===== config.mk =====
export PLATFORM = sky130hd
export DESIGN_NAME = dram_arbiter_rr
export DESIGN_NICKNAME = d
export VERILOG_FILES = /design/src/rtl/dram_arbiter_rr.sv
export SDC_FILE = /design/constraint.sdc
export NUM_CORES = 1
export LEC_CHECK = 0
export BUFFER_PORTS_ARGS = -buffer_cell sky130_fd_sc_hd__buf_2
export CORE_AREA = 2 2 145 147
export DETAILED_ROUTE_END_ITERATION = 8
export DIE_AREA = 0 0 147 149
export PLACE_DENSITY = 0.57
export SYNTH_ARGS = -nofsm -noshare
export SYNTH_HDL_FRONTEND = slang
export SYNTH_SLANG_ARGS = --single-unit

===== constraint.sdc =====
create_clock -name clk -period 1.8 [get_ports clk]
set_input_delay 0 -clock clk [delete_from_list [all_inputs] [get_ports clk]]
set_output_delay 0 -clock clk [all_outputs]
set_load 0.02 [all_outputs]

===== src/rtl/dram_arbiter_rr.sv =====
// Round-robin arbiter sharing one DRAM controller among NUM_PORTS masters.
// Define ARB_TIMEOUT_EN to build in the BUSY-state watchdog (limit TIMEOUT_CYCLES).
module dram_arbiter_rr #(
  parameter int NUM_PORTS      = 4,
  parameter int ADDR_WIDTH     = 24,
  parameter int DATA_WIDTH     = 32,
  parameter int TIMEOUT_CYCLES = 1024
) (
  input  logic                             clk,
  input  logic                             rst,
  input  logic [NUM_PORTS-1:0]             req_read,
  input  logic [NUM_PORTS-1:0]             req_write,
  input  logic [NUM_PORTS*ADDR_WIDTH-1:0]  addr,
  input  logic [NUM_PORTS*DATA_WIDTH-1:0]  data_in,
  output logic [DATA_WIDTH-1:0]            data_out,
  output logic [NUM_PORTS-1:0]             data_valid,
  output logic [NUM_PORTS-1:0]             write_complete,
  output logic [NUM_PORTS-1:0]             timeout_err,
  output logic [ADDR_WIDTH-1:0]            dram_addr,
  output logic [DATA_WIDTH-1:0]            dram_data_in,
  output logic                             dram_req_read,
  output logic                             dram_req_write,
  input  logic [DATA_WIDTH-1:0]            dram_data_out,
  input  logic                             dram_data_out_valid,
  input  logic                             dram_write_complete
);

  localparam int PW = $clog2(NUM_PORTS);

  typedef enum logic [1:0] {
    IDLE = 2'd0,
    BUSY = 2'd1,
    DONE = 2'd2
  } state_t;

  state_t                  state_r, state_next_s;
  logic [PW-1:0]           last_grant_r, grant_r, grant_idx_s, cand_s;
  logic [NUM_PORTS-1:0]    pending_s, grant_onehot_s;
  logic                    any_pending_s, wr_sel_s, op_write_r;
  logic                    complete_s, abort_s;
  logic [ADDR_WIDTH-1:0]   addr_sel_s, dram_addr_r;
  logic [DATA_WIDTH-1:0]   data_sel_s, dram_data_in_r, data_out_r;
  logic [NUM_PORTS-1:0]    data_valid_r, write_complete_r;
  logic                    dram_req_read_r, dram_req_write_r;

  assign grant_onehot_s = NUM_PORTS'(1'b1) << grant_r;
  // Only a strobe matching the op in flight counts; strays in other states are dropped.
  assign complete_s     = (state_r == BUSY) &&
                          (op_write_r ? dram_write_complete : dram_data_out_valid);

  // Round-robin pick: scan from the lowest priority down so the nearest port after last_grant wins.
  always_comb begin
    pending_s     = req_read | req_write;
    any_pending_s = |pending_s;
    grant_idx_s   = '0;
    cand_s        = '0;
    for (int k = NUM_PORTS; k >= 1; k--) begin
      cand_s      = PW'((int'(last_grant_r) + k) % NUM_PORTS);
      grant_idx_s = pending_s[cand_s] ? cand_s : grant_idx_s;
    end
    addr_sel_s = '0;
    data_sel_s = '0;
    wr_sel_s   = 1'b0;
    for (int i = 0; i < NUM_PORTS; i++) begin
      addr_sel_s = (grant_idx_s == PW'(i)) ? addr[i*ADDR_WIDTH +: ADDR_WIDTH]    : addr_sel_s;
      data_sel_s = (grant_idx_s == PW'(i)) ? data_in[i*DATA_WIDTH +: DATA_WIDTH] : data_sel_s;
      wr_sel_s   = (grant_idx_s == PW'(i)) ? req_write[i]                         : wr_sel_s;
    end
  end

  // Next-state decode.
  always_comb begin
    state_next_s = state_r;
    case (state_r)
      IDLE:    state_next_s = any_pending_s ? BUSY : IDLE;
      BUSY:    state_next_s = (complete_s || abort_s) ? DONE : BUSY;
      DONE:    state_next_s = IDLE;
      default: state_next_s = IDLE;
    endcase
  end

  // FSM state register.
  always_ff @(posedge clk) begin
    if (rst) begin
      state_r <= IDLE;
    end else begin
      state_r <= state_next_s;
    end
  end

  // Grant capture, DRAM request handshake and completion pulses.
  always_ff @(posedge clk) begin
    if (rst) begin
      last_grant_r     <= PW'(NUM_PORTS - 1);
      grant_r          <= '0;
      op_write_r       <= 1'b0;
      dram_addr_r      <= '0;
      dram_data_in_r   <= '0;
      dram_req_read_r  <= 1'b0;
      dram_req_write_r <= 1'b0;
      data_out_r       <= '0;
      data_valid_r     <= '0;
      write_complete_r <= '0;
    end else begin
      data_valid_r     <= '0;
      write_complete_r <= '0;
      case (state_r)
        IDLE: begin
          if (any_pending_s) begin
            // A simultaneous read+write on one port is served as the write.
            grant_r          <= grant_idx_s;
            op_write_r       <= wr_sel_s;
            dram_addr_r      <= addr_sel_s;
            dram_data_in_r   <= data_sel_s;
            dram_req_read_r  <= ~wr_sel_s;
            dram_req_write_r <= wr_sel_s;
          end
        end
        BUSY: begin
          if (complete_s) begin
            dram_req_read_r  <= 1'b0;
            dram_req_write_r <= 1'b0;
            if (op_write_r) begin
              write_complete_r <= grant_onehot_s;
            end else begin
              data_valid_r <= grant_onehot_s;
              data_out_r   <= dram_data_out;
            end
          end else if (abort_s) begin
            dram_req_read_r  <= 1'b0;
            dram_req_write_r <= 1'b0;
          end
        end
        DONE: begin
          last_grant_r <= grant_r;
        end
        default: begin
          last_grant_r <= last_grant_r;
        end
      endcase
    end
  end

`ifdef ARB_TIMEOUT_EN
  localparam int WD_W = $clog2(TIMEOUT_CYCLES + 1);

  logic [WD_W-1:0]      wd_cnt_r;
  logic [NUM_PORTS-1:0] timeout_err_r;

  // Fires on the TIMEOUT_CYCLES-th BUSY cycle; a completion in that same cycle still wins.
  assign abort_s = (state_r == BUSY) && (wd_cnt_r == WD_W'(TIMEOUT_CYCLES - 1));

  // Watchdog counter and abort pulse.
  always_ff @(posedge clk) begin
    if (rst) begin
      wd_cnt_r      <= '0;
      timeout_err_r <= '0;
    end else begin
      wd_cnt_r      <= (state_r == BUSY) ? wd_cnt_r + WD_W'(1) : '0;
      timeout_err_r <= (abort_s && !complete_s) ? grant_onehot_s : '0;
    end
  end

  assign timeout_err = timeout_err_r;
`else
  assign abort_s     = 1'b0;
  // Without the watchdog TIMEOUT_CYCLES has no effect and the abort flags stay low.
  assign timeout_err = {NUM_PORTS{1'b0}} & {NUM_PORTS{(TIMEOUT_CYCLES > 0)}};
`endif

  assign data_out       = data_out_r;
  assign data_valid     = data_valid_r;
  assign write_complete = write_complete_r;
  assign dram_addr      = dram_addr_r;
  assign dram_data_in   = dram_data_in_r;
  assign dram_req_read  = dram_req_read_r;
  assign dram_req_write = dram_req_write_r;

endmodule


* After elaboration in Yosys (flattened, before gate mapping)
Index checks and enable logic that the tools add are counted.
Storage, ports and cells: flip-flop bits (word level) 105, input port bits 268, word-level logic and storage cells 75
Cells by class: $add $sub $neg 4, $lt $le $gt $ge 4, eq/ne operators 7, shift-type cells 1, multiplexer cells 33, bitwise operators 5, reductions and logical operators 10
Operators with widths (number):
- 32-bit 2-to-1 mux | 4
- 24-bit 2-to-1 mux | 4
- 1-bit 2-to-1 mux | 13
- 2-bit by 3-bit < comparator with 1-bit output, second input constant | 4
- 4-bit OR reduction | 3
- 2-bit 2-to-1 mux | 5
- 1-bit binary-select mux with 2-bit select | 4
- 2-bit == test, second input constant | 3
- 3-bit AND reduction | 2
- 2-bit by 1-bit adder with 2-bit output, second input constant | 2
- 2-bit adder, second input constant | 2
- 2-bit by 1-bit == test with 1-bit output, second input constant | 2
- 2-bit zero test | 2
- 2-bit != test, second input constant | 2
- 1-bit NOT | 4
- 4-bit OR | 1
- 1-bit one-hot mux with 2 select lines | 2
- 2-bit one-hot mux with 2 select lines | 1
- 1-bit by 2-bit left shift with 4-bit output, first input constant | 1
- 2-bit AND reduction | 1
- 2-bit nonzero test | 1
- 1-bit logical AND | 1

* Logic depth before layout (Yosys ltp)
Gate-level depths: netlist (run 1).
depth after elaboration 15, mapped depth 7, gate-level depth less buffers 5

* Worst setup path before layout (run 1)
OpenSTA, ideal clock, no wires.
path kind flip-flop to flip-flop, start reg last_grant_r[1], end reg dram_data_in_r[14] (netlist: dram_data_in[14]), library setup time 0.084 ns, data arrival time 1.612 ns, required time 1.716 ns, path slack 0.104 ns, cell stages (with the launch flop) 8, cell sequence dfxtp_1 > nor3_1 > a221o_1 > nand2_1 > buf_4 > clkbuf_1 > o21ai_0 > o31ai_2
Between the ends: cells in the longest elaborated chain, start to end 12, elaborated cells on any way between the ends 24, those cells by class 4 x add/sub; 3 x eq/ne; 16 x mux; 1 x reduce/logical
RTL lines:
- start, declared | RTL line 37 | logic [PW-1:0] last_grant_r, grant_r, grant_idx_s, cand_s;
- start signal, assigned | RTL line 94 | last_grant_r <= PW'(NUM_PORTS - 1);
- start signal, assigned | RTL line 135 | last_grant_r <= grant_r;
- start signal, assigned | RTL line 138 | last_grant_r <= last_grant_r;
- 2-bit by 1-bit adder with 2-bit output | RTL line 58 | cand_s = PW'((int'(last_grant_r) + k) % NUM_PORTS);
- 1-bit binary-select mux with 2-bit select | RTL line 59 | grant_idx_s = pending_s[cand_s] ? cand_s : grant_idx_s;
- 1-bit 2-to-1 mux (not written as such) | RTL line 59
- 2-bit 2-to-1 mux (3 in a row) | RTL line 59
- 2-bit 2-to-1 mux (*) | RTL line 59
- 2-bit zero test | RTL line 66 | data_sel_s = (grant_idx_s == PW'(i)) ? data_in[i*DATA_WIDTH +: DATA_WIDTH] : data_sel_s;
- 32-bit 2-to-1 mux (3 in a row) | RTL line 66
- 32-bit 2-to-1 mux (*) | RTL line 66
- end signal, assigned | RTL line 114 | dram_data_in_r <= data_sel_s;
- end, declared | RTL line 42 | logic [DATA_WIDTH-1:0] data_sel_s, dram_data_in_r, data_out_r;
Every way passes the cells marked *; elsewhere a longest branch is shown, timed or not. The select of a mux whose other input is x is not followed. A chain may end at the register's enable or synchronous reset.

* Final worst setup path (run 1)
start reg last_grant_r[0], end reg dram_data_in_r[11] (netlist: dram_data_in[11])
The elaborated chain is that of the path after synthesis.

==> results.toml, run 1 <==
[run_status]
status = "complete, but fails checks"
violations = "hold timing"

[placed_design]
portBuffers = 365
placed_cells = 1289
gp_congestion = 0.900
dpl.hpwl_um = 16600

[power]
vdd_drop_max_uv = 383
power_density_nw_per_um2 = 792
p_int_w = 0.00498
seqPwrFrac = 0.358
power.switching_w = 0.00269
p_comb_frac = 0.366
pwr-share-clk = 0.275
p_leak_nw = 4.43
swShare = 0.351

[clocking]
cts.sinks = 105
ctsLongestPathBuffers = 2
path_clk_slew_ns = 0.08
cts_buffers = 9
cts_max_level = 3
cts_tree = "built"
clk_latency_ns = 0.36
clockRootBuffer = "clkbuf_16"

[drt]
viasPerCell = 4.92
drc = 0
drt_first_pass_iters = 5
drt_iter0_markers = 267
wire_per_inst_um = 16.8
wirelength_um = 23900
vias = 7030
ant_nets = 0

[floorplan]
die_h_um = 149
die-area_um2 = 21900
num_rows = 53
die_w_um = 147
io_pins = 370
start_util = 0.284
core_area_um2 = 20600

[synthesis]
postSynthCellCount = 686
netlist_area_um2 = 5840
yosysTopAreaCellShare = 0.360
synthTopCellsByArea = "dfxtp_1 36%, a211oi_2 8.8%, o31ai_2 8.6%"
yosysWarnings = 0
synth-seq-cells = 105
ys_seq_area_frac = 0.360
synth_edf_count = 0
synth_top_cell_by_area = "dfxtp_1"
synth.distinct_cells = 50
synthArstFlopShare = 0
syn_avg_cell_area_um2 = 8.52
ys.flop_type = "dfxtp_1"

[grt]
grt_pass1_vias = 6838
grt-ovfl-total = 0
grt.total_usage = 0.202
antenna_found_initial = 3
grt_pass1_wl_um = 35100
grt_max_degree = 43

[sta]
fin_crit_ns = 1.74
holdWs_ns = -0.0241
fmax_mhz = 574
fin_skew_ns = 0.0130
setup_viol = 0
tightest_slew_ns = 0.532
min_period_over_period = 0.969
fin_setup_tns_ns = 0
slew_headroom = 0.641
grt_setup_unrepaired = "true"
maxSlewViolCount = 0
hold_viol = 4

[final_layout]
multi_input_area_um2 = 3370
seq_area_um2 = 2100
stdcell_count = 1429
drive_above_1_share = 0.459
fin_nets = 1414
utilization = 0.471
fillers = 2013
syn_to_final_growth_pct = 65.8

[worst_setup_path]
end_kind = "flip-flop"
startpoint = "last_grant_r[0]$_SDFFE_PP1N_"
crit_arrival_ns = 2.01
path_class = "reg2reg"
r2r-start = "last_grant_r[0]$_SDFFE_PP1N_"
cp_max_fo = 12
startpoint_type = "flip-flop"
critPathRequiredTime_ns = 2.06

[worst_hold_path]
hold_class = "in2reg"
min_from = "data_in[16]"

[run]
max_cap_viol_count = 0
[sequential cells by signal, summed over array words and instances, names as in the netlist]
register / count
dram_req_write: 1
data_valid: 4
dram_req_read: 1
dram_addr: 24
state_r: 2
data_out: 32
write_complete: 4
grant_r: 2
last_grant_r: 2
dram_data_in: 32
op_write_r: 1
[power groups by stage]
stage	Clock (W)	Sequential [W]	Combinational (W)
floorplan	0	0.00310	0.00121
global placement	0	0.00279	0.00246
detailed placement	0	0.00280	0.00246
CTS	0.00219	0.00275	0.00265
global route	0.00227	0.00278	0.00300
finish	0.00211	0.00275	0.00281
[metal layers]
metal,share of wire,up-vias,GRT usage
li1,-,3404,-
met2,0.49,333,0.363
met5,0,-,0
met1,0.40,3243,0.231
met4,0.033,0,0.0856
met3,0.076,50,0.0456
[stage by stage]
step	hold slack [ns]	area, um2	worst slack [ns]	power [W]
5_1_grt	0.00205	9690	-0.0367	0.00806
2_1_floorplan	0.136	5860	0.104	0.00431
3_5_place_dp	0.248	8040	-0.000250	0.00526
6_report	-0.0241	9690	0.0566	0.00767
3_3_place_gp	0.243	8040	0.0716	0.00525
4_1_cts	0.0000114	9450	-0.0263	0.00759
[final timing paths]
path,endpoint,slack [ns],cells after the start
setup / recovery,dram_data_in[11]$_SDFFE_PP0P_,0.06,8
hold / removal,dram_data_in[16]$_SDFFE_PP0P_,-0.02,3
setup reg to reg,dram_data_in[11]$_SDFFE_PP0P_,0.06,8
hold reg to reg,dram_data_in[7]$_SDFFE_PP0P_,0.45,2
[synthesized netlist by cell type, types with 3 or more instances]
cell type	number
nand2_1	129
dfxtp_1	105
nor3_1	60
and3_1	56
a211oi_2	41
o31ai_2	40
a21oi_1	34
o21ai_0	34
clkbuf_1	26
o21ai_1	25
a211oi_1	19
nor2_1	17
buf_2	16
o31ai_1	16
buf_4	13
buf_6	7
nand2b_1	5
buf_8	4
nor2b_1	3
[kinds of logic (layout without fill, tap and decap cells)]
group,after synthesis,count (layout),share of synthesized area
and+or+nand+nor,281,281,0.232
other,1,7,0.000642
buffers and inverters,72,534,0.0788
AOI/OAI and AO/OA,226,226,0.327
DFF,105,105,0.360
muxes,1,1,0.00171
[area by class of cell]
cell class                 count  share of cell area
timing repair buffer         516               0.365
multi-input combinational    512               0.348
sequential                   105               0.217
tap                          275              0.0355
clock buffer                   9              0.0232
clock inverter                 7             0.00878
inverter                       2            0.000775
antenna                        3            0.000775
[cells in the final DEF (no fill, tap or decap), types with 4 or more instances in the layout]
cell,netlist,final
conb_1,1,4
nand2b_1,5,5
buf_2,16,365
buf_4,13,15
o31ai_2,40,40
dlygate4sd3_1,0,111
o31ai_1,16,16
a21oi_1,34,34
nor2_1,17,16
a211oi_2,41,46
nand2_1,129,128
dfxtp_1,105,103
nor3_1,60,60
clkbuf_16,0,12
o21ai_1,25,25
and3_1,56,56
buf_12,1,19
o21ai_0,34,34
a211oi_1,19,12
[what timing repair did]
action | in CTS | in global routing
pin swaps | 0 | 16
cloned | 0 | 5
gates resized for setup | 0 | 13
endpoints found under the setup margin | 1 | 43
hold endpoints to repair | 85 | 1
hold buffers | 110 | 1
setup buffers | 0 | 5
[critical path, stage by stage, from the launching register on]
cell	delay (ns)
dfxtp_2	0.34
o21bai_2	0.21
o311a_1	0.14
buf_4	0.15
o21ai_4	0.17
buf_12	0.17
buf_12	0.17
a211oi_1	0.06
o31ai_1	0.24
(Power assumes the default switching activity.)
==> inputs of run 2 (changes only) <==
Settings changed: CORE_AREA 2 2 145 147 to 2 2 144 146, DIE_AREA 0 0 147 149 to 0 0 146 148, PLACE_DENSITY 0.57 to 0.56.
Clock period 1.8 ns to 1.9 ns, I/O delays scaled along.
==> results.toml, run 2 (same netlist as run 1, synthesis figures left out) <==
[clocking]
path_clk_slew_ns = 0.08
ctsLongestPathBuffers = 2
clk_latency_ns = 0.36
cts_tree = "built"
clockRootBuffer = "clkbuf_16"
cts_max_level = 3
cts_buffers = 9
cts.sinks = 105

[final_layout]
fin_nets = 1407
multi_input_area_um2 = 3340
fillers = 1986
mostFrequentLayoutCell = "buf_2"
final_cell_area_um2 = 9430
final_cell_mix = "365 x buf_2, 128 x nand2_1, 104 x dfxtp_1, 104 x dlygate4sd3_1, 60 x nor3_1"
seq_area_um2 = 2100
syn_to_final_growth_pct = 61.3
drive_above_1_share = 0.454

[worst_setup_path]
end_kind = "flip-flop"
critical_path.endpoint = "dram_data_in[21]$_SDFFE_PP0P_"
startpoint = "last_grant_r[0]$_SDFFE_PP1N_"
rrSetupSlack_ns = 0.11
path_class = "reg2reg"
r2r-start = "last_grant_r[0]$_SDFFE_PP1N_"
crit_arrival_ns = 2.07
critPathRequiredTime_ns = 2.18
cp_max_fo = 45
rr_worst_depth = 6
reg2reg_to = "dram_data_in[21]$_SDFFE_PP0P_"
startpoint_type = "flip-flop"

[power]
seqPwrFrac = 0.366
p_comb_frac = 0.357
power_density_nw_per_um2 = 755
p_int_w = 0.00452
p_leak_nw = 4.34
pwr-share-clk = 0.277
swShare = 0.365
power.switching_w = 0.00260
vdd_drop_max_uv = 406

[drt]
wire_per_inst_um = 17.3
vias = 6924
drt_first_pass_iters = 5
wirelength_um = 24500
viasPerCell = 4.89
drt_iter0_markers = 291
ant_nets = 0
drc = 0

[floorplan]
core_area_um2 = 20000
num_rows = 52
start_util = 0.292
io_pins = 370
die_h_um = 148
die-area_um2 = 21600
die_w_um = 146

[grt]
grt_pass1_wl_um = 36800
grt_max_degree = 50
grt-ovfl-total = 0
antenna_found_initial = 3
grt.total_usage = 0.215
grt_pass1_vias = 6841

[sta]
maxSlewViolCount = 0
setup_viol = 0
fin_crit_ns = 1.79
slew_headroom = 0.620
worst_slack_ns = 0.112
grt_setup_unrepaired = "false"
fmax_mhz = 559
hold_viol = 0
fin_skew_ns = 0.0133
tightest_slew_ns = 0.563
min_period_over_period = 0.941

[run]
max_cap_viol_count = 0

[placed_design]
dpl_worst_slack_ns = -0.0116
gp_congestion = 0.874
dpl.hpwl_um = 17000
placed_area_um2 = 8000
portBuffers = 365

[worst_hold_path]
hold_class = "in2reg"

[run_status]
status = "finished clean"
[run 2: worst min path at each step]
| stage | endpoint | cells past startpoint | from |
|---|---|---|---|
| 6_report | dram_data_in[8]$_SDFFE_PP0P_ | 3 | data_in[104] |
| 3_5_place_dp | data_out[0]$_SDFFE_PP0P_ | 3 | dram_data_out[0] |
| 2_1_floorplan | data_out[0]$_SDFFE_PP0P_ | 2 | dram_data_out[0] |
| 5_1_grt | dram_data_in[17]$_SDFFE_PP0P_ | 3 | data_in[17] |
| 3_3_place_gp | data_out[8]$_SDFFE_PP0P_ | 3 | dram_data_out[8] |
| 4_1_cts | dram_data_in[9]$_SDFFE_PP0P_ | 3 | data_in[105] |
[run 2: area by class of cell]
cell class | count | area share
multi-input cells | 512 | 0.354
repair buffers | 509 | 0.353
flip-flops and latches | 105 | 0.223
well taps | 270 | 0.0358
clock buffers | 9 | 0.0239
clock inverters | 7 | 0.00903
inverters | 2 | 0.000796
diodes | 2 | 0.000531
[run 2: per-layer routing]
metal	global-route usage	up-vias	wire, um
met3	0.0485	31	1780
met1	0.255	3186	10000
li1	-	3397	-
met4	0.0675	2	495
met2	0.388	308	12200
met5	0	-	13
[run 2: critical path, stage by stage (launching register included)]
cell      delay (ns)
dfxtp_1         0.39
o21ba_2         0.22
a21oi_4         0.26
buf_12          0.25
and3_1          0.26
a211oi_2        0.07
o31ai_2         0.23
[run 2: metrics by stage]
stage                     TNS, ns  hold slack, ns  std cells  total power [W]  utilization
final                           0          0.0141       1416          0.00712        0.470
after CTS                       0        0.000330       1409          0.00716        0.467
after detailed placement  -0.0116           0.246       1289          0.00499        0.399
after global placement          0           0.242       1289          0.00498        0.399
after floorplan                 0           0.136        689          0.00409            -
after global routing            0         0.00725       1416          0.00749        0.470
[run 2: repair_timing]
action,in CTS,in global routing
gates cloned,0,1
endpoints found under the hold margin,87,0
pin swaps,0,2
hold buffers,104,0
endpoints found under the setup margin,1,12
setup buffers,0,4
gates resized for setup,1,2
[run 2: power groups by stage]
stage	combinational (W)	clock [W]	sequential, W
6_report	0.00254	0.00197	0.00261
5_1_grt	0.00273	0.00213	0.00264
4_1_cts	0.00251	0.00204	0.00260
3_5_place_dp	0.00234	0	0.00265
3_3_place_gp	0.00233	0	0.00265
2_1_floorplan	0.00115	0	0.00294
==> inputs of run 3 (changes only) <==
==> constraint.sdc (replaced) <==
create_clock -name clk -period 1.9 [get_ports clk]
set_input_delay 0.095 -clock clk [delete_from_list [all_inputs] [get_ports clk]]
set_output_delay 0.095 -clock clk [all_outputs]
set_load 0.02 [all_outputs]
==> results.toml, run 3 (same netlist as run 1, synthesis figures left out) <==
[floorplan]
die-area_um2 = 21600
start_util = 0.292
die_w_um = 146
io_pins = 370
core_area_um2 = 20000
num_rows = 52
die_h_um = 148

[placed_design]
dpl_worst_slack_ns = 0.00746
dpl.hpwl_um = 17100
portBuffers = 365
placed_cells = 1287
gp_congestion = 0.856
placed_area_um2 = 7950

[drt]
drt_first_pass_iters = 4
drc = 0
wirelength_um = 23100
vias = 6552
ant_nets = 0
wire_per_inst_um = 17.3
drt_iter0_markers = 284
viasPerCell = 4.89

[sta]
fin_skew_ns = 0.0137
min_period_over_period = 0.946
fin_setup_tns_ns = 0
setup_viol = 0
worst_slack_ns = 0.102
maxSlewViolCount = 0
tightest_slew_ns = 0.627
slew_headroom = 0.577
fin_crit_ns = 1.80
holdWs_ns = 0.0309
fmax_mhz = 556
hold_viol = 0

[final_layout]
fillers = 2114
drive_above_1_share = 0.482
multi_input_area_um2 = 3330
stdcell_count = 1339
fin_nets = 1330
seq_area_um2 = 2100
final_cell_area_um2 = 8600
mostFrequentLayoutCell = "buf_2"
final_cell_mix = "365 x buf_2, 128 x nand2_1, 104 x dfxtp_1, 60 x nor3_1, 56 x and3_1"
syn_to_final_growth_pct = 47.2

[worst_hold_path]
hold_class = "in2reg"
min_from = "addr[35]"

[grt]
grt.total_usage = 0.206
grt_max_degree = 53
antenna_found_initial = 2
grt_pass1_wl_um = 35100
grt_pass1_vias = 6384
grt-ovfl-total = 0

[power]
vdd_drop_max_uv = 378
p_leak_nw = 4.00
power_density_nw_per_um2 = 806

[worst_setup_path]
max_stage_delay_ns = 0.38
crit_arrival_ns = 2.07
path_class = "reg2reg"
startpoint_type = "flip-flop"
end_kind = "flip-flop"
critPathRequiredTime_ns = 2.17
crit_chain = "o21ba_2 -> a211oi_4 -> o21a_2 -> buf_12 -> nor3_1 -> o31ai_1"
critPathSlowestCell = "dfxtp_1"
cp_max_fo = 33
r2r-start = "last_grant_r[0]$_SDFFE_PP1N_"
startpoint = "last_grant_r[0]$_SDFFE_PP1N_"

[clocking]
clockRootBuffer = "clkbuf_16"
cts_buffers = 9
cts.sinks = 105
path_clk_slew_ns = 0.09
ctsLongestPathBuffers = 2
cts_tree = "built"
cts_max_level = 3
clk_latency_ns = 0.37

[run_status]
status = "finished clean"

[run]
max_cap_viol_count = 0
[run 3: power by group]
| part | internal (W) | leakage, nW | switching, W |
|---|---|---|---|
| registers | 0.00246 | 0.862 | 0.000140 |
| clock network | 0.000955 | 0.151 | 0.00103 |
| logic | 0.000968 | 2.99 | 0.00138 |
| total | 0.00438 | 4.00 | 0.00255 |
[run 3: worst paths after layout]
check	to	slack (ns)	depth (start not counted)
setup / recovery	dram_data_in[6]$_SDFFE_PP0P_	0.10	6
hold / removal	dram_addr[11]$_SDFFE_PP0P_	0.03	3
setup reg to reg	dram_data_in[6]$_SDFFE_PP0P_	0.10	6
hold reg to reg	dram_data_in[3]$_SDFFE_PP0P_	0.45	2
[run 3: stage by stage]
step	util	power, W
floorplan	-	0.00409
global placement	0.397	0.00494
detailed placement	0.397	0.00495
CTS	0.428	0.00702
global route	0.429	0.00731
finish	0.429	0.00693
[run 3: final cells by class]
class                      count  share of cell area
multi-input combinational    512               0.387
timing repair buffer         432               0.292
sequential                   105               0.244
tap                          270              0.0393
clock buffer                   9              0.0262
clock inverter                 7             0.00945
inverter                       2            0.000873
antenna                        2            0.000582
[run 3: worst max-delay path: cells and delay by family (launching register included)]
family                 cells  cell delay [ns]
and+or+nand+nor            1             0.07
DFF                        1             0.38
AOI/OAI and AO/OA          4             1.01
buffers and inverters      1             0.23
[run 3: routing by layer]
layer / vias up / track usage / wire length (um)
met2: 289 / 0.356 / 11300
li1: 3237 / - / -
met3: 23 / 0.0580 / 1810
met5: - / 0 / 12
met1: 3001 / 0.251 / 9650
met4: 2 / 0.0568 / 339
[run 3: what timing repair did]
item | in CTS | in global routing
hold buffers | 32 | 0
endpoints found under the setup margin | 0 | 21
hold endpoints to repair | 32 | 0
gates resized for setup | 0 | 2
buffers inserted | 0 | 2
